### src/rtl/mc_main_control.sv
// Multicycle main control FSM for the MIPS-lite datapath.
// Sequences fetch/decode/execute/memory/writeback, drives the ALU-control
// opcode bits and all datapath enables, and counts retired instructions.
//
// Handshake: mem_ready is a completion strobe for the access the FSM is
// currently presenting (FETCH, MEMRD, MEMWR). While it is 0 the FSM holds its
// state and its decoded outputs. The exception is the FETCH pcwrite/irwrite
// pair, which fires only in the cycle where mem_ready is 1.
module mc_main_control #(
  parameter int CNT_W = 16
) (
  input  logic             clk,
  input  logic             rst_n,
  input  logic [5:0]       opcode,
  input  logic             mem_ready,
  output logic             pcwrite,
  output logic             pcwritecond,
  output logic             iord,
  output logic             memread,
  output logic             memwrite,
  output logic             irwrite,
  output logic             memtoreg,
  output logic             alusrca,
  output logic             regwrite,
  output logic             regdst,
  output logic             zeroext,
  output logic             aluop1,
  output logic             aluop0,
  output logic [1:0]       alusrcb,
  output logic [1:0]       pcsource,
  output logic             illegal_op,
  output logic [3:0]       state,
  output logic [CNT_W-1:0] retired
);

  typedef enum logic [3:0] {
    IDLE   = 4'd0,
    FETCH  = 4'd1,
    DECODE = 4'd2,
    MEMADR = 4'd3,
    MEMRD  = 4'd4,
    MEMWB  = 4'd5,
    MEMWR  = 4'd6,
    EXEC   = 4'd7,
    RWB    = 4'd8,
    BRANCH = 4'd9,
    JUMP   = 4'd10,
    ORIEX  = 4'd11,
    ORIWB  = 4'd12
  } state_t;

  localparam logic [5:0] OP_R   = 6'b000000;
  localparam logic [5:0] OP_LW  = 6'b100011;
  localparam logic [5:0] OP_SW  = 6'b101011;
  localparam logic [5:0] OP_BEQ = 6'b000100;
  localparam logic [5:0] OP_J   = 6'b000010;
  localparam logic [5:0] OP_ORI = 6'b001101;

  state_t           state_q, state_d;
  logic [CNT_W-1:0] retired_q;
  logic             retire_ev;

  assign state   = state_q;
  assign retired = retired_q;

  // State register; reset aborts any instruction in flight.
  always_ff @(posedge clk or negedge rst_n) begin
    if (!rst_n) state_q <= IDLE;
    else        state_q <= state_d;
  end

  // Retired counter advances on the edge that lands back in FETCH after a
  // completed instruction; wraps naturally at all-ones.
  always_ff @(posedge clk or negedge rst_n) begin
    if (!rst_n)         retired_q <= '0;
    else if (retire_ev) retired_q <= retired_q + CNT_W'(1);
  end

  // Next-state and state-decoded outputs.
  always_comb begin
    state_d     = state_q;
    retire_ev   = 1'b0;
    pcwrite     = 1'b0;
    pcwritecond = 1'b0;
    iord        = 1'b0;
    memread     = 1'b0;
    memwrite    = 1'b0;
    irwrite     = 1'b0;
    memtoreg    = 1'b0;
    alusrca     = 1'b0;
    regwrite    = 1'b0;
    regdst      = 1'b0;
    zeroext     = 1'b0;
    aluop1      = 1'b0;
    aluop0      = 1'b0;
    alusrcb     = 2'b00;
    pcsource    = 2'b00;
    illegal_op  = 1'b0;
    case (state_q)
      IDLE: state_d = FETCH;
      FETCH: begin
        memread = 1'b1;
        alusrcb = 2'b01;
        irwrite = mem_ready;
        pcwrite = mem_ready;
        if (mem_ready) state_d = DECODE;
      end
      DECODE: begin
        alusrcb = 2'b11;
        case (opcode)
          OP_LW, OP_SW: state_d = MEMADR;
          OP_R:         state_d = EXEC;
          OP_BEQ:       state_d = BRANCH;
          OP_J:         state_d = JUMP;
          OP_ORI:       state_d = ORIEX;
          default: begin
            illegal_op = 1'b1;
            state_d    = FETCH;
          end
        endcase
      end
      MEMADR: begin
        alusrca = 1'b1;
        alusrcb = 2'b10;
        // Only lw/sw reach MEMADR, so anything other than lw is a store.
        state_d = (opcode == OP_LW) ? MEMRD : MEMWR;
      end
      MEMRD: begin
        memread = 1'b1;
        iord    = 1'b1;
        if (mem_ready) state_d = MEMWB;
      end
      MEMWB: begin
        regwrite  = 1'b1;
        memtoreg  = 1'b1;
        state_d   = FETCH;
        retire_ev = 1'b1;
      end
      MEMWR: begin
        memwrite = 1'b1;
        iord     = 1'b1;
        if (mem_ready) begin
          state_d   = FETCH;
          retire_ev = 1'b1;
        end
      end
      EXEC: begin
        alusrca = 1'b1;
        aluop1  = 1'b1;
        state_d = RWB;
      end
      RWB: begin
        regwrite  = 1'b1;
        regdst    = 1'b1;
        state_d   = FETCH;
        retire_ev = 1'b1;
      end
      BRANCH: begin
        alusrca     = 1'b1;
        aluop0      = 1'b1;
        pcwritecond = 1'b1;
        pcsource    = 2'b01;
        state_d     = FETCH;
        retire_ev   = 1'b1;
      end
      JUMP: begin
        pcwrite   = 1'b1;
        pcsource  = 2'b10;
        state_d   = FETCH;
        retire_ev = 1'b1;
      end
      ORIEX: begin
        alusrca = 1'b1;
        alusrcb = 2'b10;
        zeroext = 1'b1;
        aluop1  = 1'b1;
        state_d = ORIWB;
      end
      ORIWB: begin
        regwrite  = 1'b1;
        state_d   = FETCH;
        retire_ev = 1'b1;
      end
      // Unused codes 13-15 recover to IDLE with every output quiet.
      default: state_d = IDLE;
    endcase
  end

endmodule

### config.mk
export PLATFORM = sky130hd
export DESIGN_NAME = mc_main_control
export DESIGN_NICKNAME = d
export VERILOG_FILES = /design/src/rtl/mc_main_control.sv
export SDC_FILE = /design/constraint.sdc
export NUM_CORES = 1
export LEC_CHECK = 0
export CORE_ASPECT_RATIO = 0.5
export CORE_MARGIN = 8
export CORE_UTILIZATION = 49
export DETAILED_ROUTE_END_ITERATION = 7
export PLACE_DENSITY = 0.89
export SLEW_MARGIN = 30
export SYNTH_ARGS = -nofsm -noshare
export SYNTH_HDL_FRONTEND = slang
export SYNTH_SLANG_ARGS = --single-unit
### constraint.sdc
create_clock -name clk -period 4 [get_ports clk]
set_clock_uncertainty 0.05 [all_clocks]
set_input_delay 0.6 -clock clk [delete_from_list [all_inputs] [get_ports clk]]
set_output_delay 0.6 -clock clk [all_outputs]
set_load 0.05 [all_outputs]
==> impl_metrics.ini <==
[outcome]
status = completed

[finish]
final_cell_mix = 45 x clkdlybuf4s50_1, 20 x dfrtp_1, 18 x nor2_1
fill_cells = 211
nNetsFinal = 202
design_area_mm2 = 0.00186
register_area_um2 = 500
area_growth_pct = 36.2
final_common_cell = clkdlybuf4s50_1
multi_input_area_um2 = 796
drive_above_1_share_pct = 6.81
antennaDiodeCount = 0

[power]
p_clk_share_pct = 10.0
p_sw_uw = 837
combPwrFrac_pct = 63.3
power.internal_uw = 676
powerDensity_mw_per_mm2 = 812
p_seq_share_pct = 26.7
irDropWorstVdd_mv = 0.595
power.total_mw = 1.51
p_sw_share_pct = 55.3
leakage_nw = 0.679

[placed_design]
io_buffers = 46
place_ws_ns = 0.630
place_area_mm2 = 0.00181
gp_congestion = 0.835
hpwl_mm = 2.81

[clocking]
cts_tree = built
clkSinkCount = 20
clkLatencyLatePin_ns = 0.26
cts_buffers = 3
cts_root_buffer = clkbuf_8
clk_path_buf_depth = 2
h-tree-depth = 1
clk_pin_slew_ns = 0.07
hold_buffers = 0
ctsResizeCount = 0
post_cts_buffers = 0

[global_route]
grt_pass1_wl_mm = 6.26
grt_pass1_vias = 1334
grt_max_degree = 21
overflow = 0
grt.total_usage_pct = 15.7
antenna_found_initial = 0

[yosys]
synth-edff-count = 0
synth_fa_ha_area_share_pct = 1.74
synth_compound_area_share_pct = 18.9
synthXorXnorAreaFrac_pct = 10.9
synthSimpleGateAreaFrac_pct = 25.8
synthMuxAreaShare_pct = 0.823
ys_seq_elements = 20
yosys.cell_types.count = 46
synth_top_family_by_area = simple AND/OR/NAND/NOR gates
syn_area_per_cell_um2 = 9.06
ys.flop_type = dfrtp_1
yosysSeqAreaShare_pct = 36.6
async_reset_ff_share_pct = 100
syn-num-nets = 161
synth_warnings = 0
syn_inst = 151
netlist_area_mm2 = 0.00137

[timing]
setup_slack_ns = 0.626
slew_violations = 0
hold_violations = 0
setup_violations = 0
relSlewSlack_pct = 63.7
fmax_mhz = 296
finalSetupTns_ns = 0
min_period_ns = 3.37
period_share_pct = 84.4
rsz0062_at_grt = false
worst_pin_slew_ns = 0.543

[critical_path]
path_cells = clkdlybuf4s50_1 -> or4_1 -> o21a_1 -> nor2_1 -> nor3_1 -> clkdlybuf4s50_1
regToRegSetupSlack_ns = 1.94
critical_path.startpoint = opcode[0]
worst_path_max_delay_cell = clkdlybuf4s50_1
cp_max_fo = 5
max_stage_delay_ns = 0.71
critPathMostFrequentCell = clkdlybuf4s50_1
critPathCaptureType = output port
setup.worst_path.end = illegal_op
r2r_end = retired[15]
worstReg2RegStart = state[1]
critPathKind = in2out
cp.arrival_ns = 2.72
cp-start-kind = input pin
required_ns = 3.35
reg2reg_depth = 4

[flow_run]
drv_cap = 0

[floorplanning]
die_height_um = 53.4
core_area_mm2 = 0.00262
fp.dieW_um = 90.7
initial_core_util_pct = 52.3
rows = 13
ios = 47
die-area_mm2 = 0.00484

[routing]
drtIter0Drc = 80
num_vias = 1325
wirelength_mm = 3.67
dr.pass1.iters = 4
post_drt_wl_per_cell_um = 16.1
ant_nets = 0
drc_errors = 0
via_per_inst = 5.81

[hold_path]
hp-class = in2async
## synth_stat cells, types with 2 or more instances
cell       number  area, um2
nand3b_1        3       22.5
o22ai_1         2       12.5
inv_1           3       11.3
nand2_1        12       45.0
a21oi_1        10       50.1
xor2_1         12        105
nor3_1          5       25.0
nand4_1         2       12.5
dfrtp_1        20        500
clkbuf_1        4       15.0
buf_4           2       15.0
xnor2_1         5       43.8
nand3_1        10       50.1
buf_6           2       22.5
nor2_1         18       67.6
a2111oi_2       4       60.1
nand2b_1        4       25.0
nor3b_1         3       22.5
and3_1          3       18.8
## area by class of cell
type	instances	share of cell area, %
inverter	3	0.604
timing repair buffer	46	24.4
tap	37	2.48
clock buffer	4	2.95
multi-input combinational	118	42.7
sequential	20	26.8
## sequential cells by signal (all words and copies together) (netlist names)
name and cells:
retired 16, state 4
## how the worst min path moves through the flow
stage | cells past startpoint | start | end | slack [ns]
2_1_floorplan | 0 | rst_n | retired[0] | 0.25
3_3_place_gp | 1 | retired[15] | retired[15] | 0.41
3_5_place_dp | 1 | retired[15] | retired[15] | 0.42
4_1_cts | 1 | retired[15] | retired[15] | 0.43
5_1_grt | 1 | rst_n | retired[5] | 0.26
6_report | 1 | rst_n | retired[5] | 0.22
## power groups by stage
| stage | Clock (mW) | Combinational (mW) | Sequential (mW) |
|---|---|---|---|
| after floorplan | 0 | 0.500 | 0.570 |
| after global placement | 0 | 0.941 | 0.401 |
| after detailed placement | 0 | 0.952 | 0.404 |
| after CTS | 0.155 | 0.962 | 0.400 |
| after global routing | 0.162 | 1.01 | 0.423 |
| final | 0.151 | 0.958 | 0.405 |
## routing by layer
layer	routed length, um	track usage [%]	vias up
li1	-	-	632
met1	1570	17.8	633
met2	1740	27.9	52
met3	286	5.35	8
met4	67	5.72	0
met5	0	0	-
## cell families after synthesis
kind of cell,count (synthesis)
xor+xnor,17
mux,1
flops,20
simple gates,67
fa+ha+maj,2
buf+inv,13
compound gates,31
## critical path, delay by kind of cell
family	cells	cell delay (ns)
AND/OR/NAND/NOR	3	0.74
buffers and inverters	2	1.19
AO/OA/AOI/OAI	1	0.20
## through the flow
step | hold WS [ns] | utilization, % | std cells
after detailed placement | 0.422 | 69.3 | 224
after global routing | 0.264 | 71.2 | 228
after global placement | 0.408 | 69.3 | 224
after CTS | 0.432 | 71.4 | 228
final | 0.224 | 71.2 | 228
after floorplan | 0.254 | - | 151
Power figures use the tool's default switching activity.
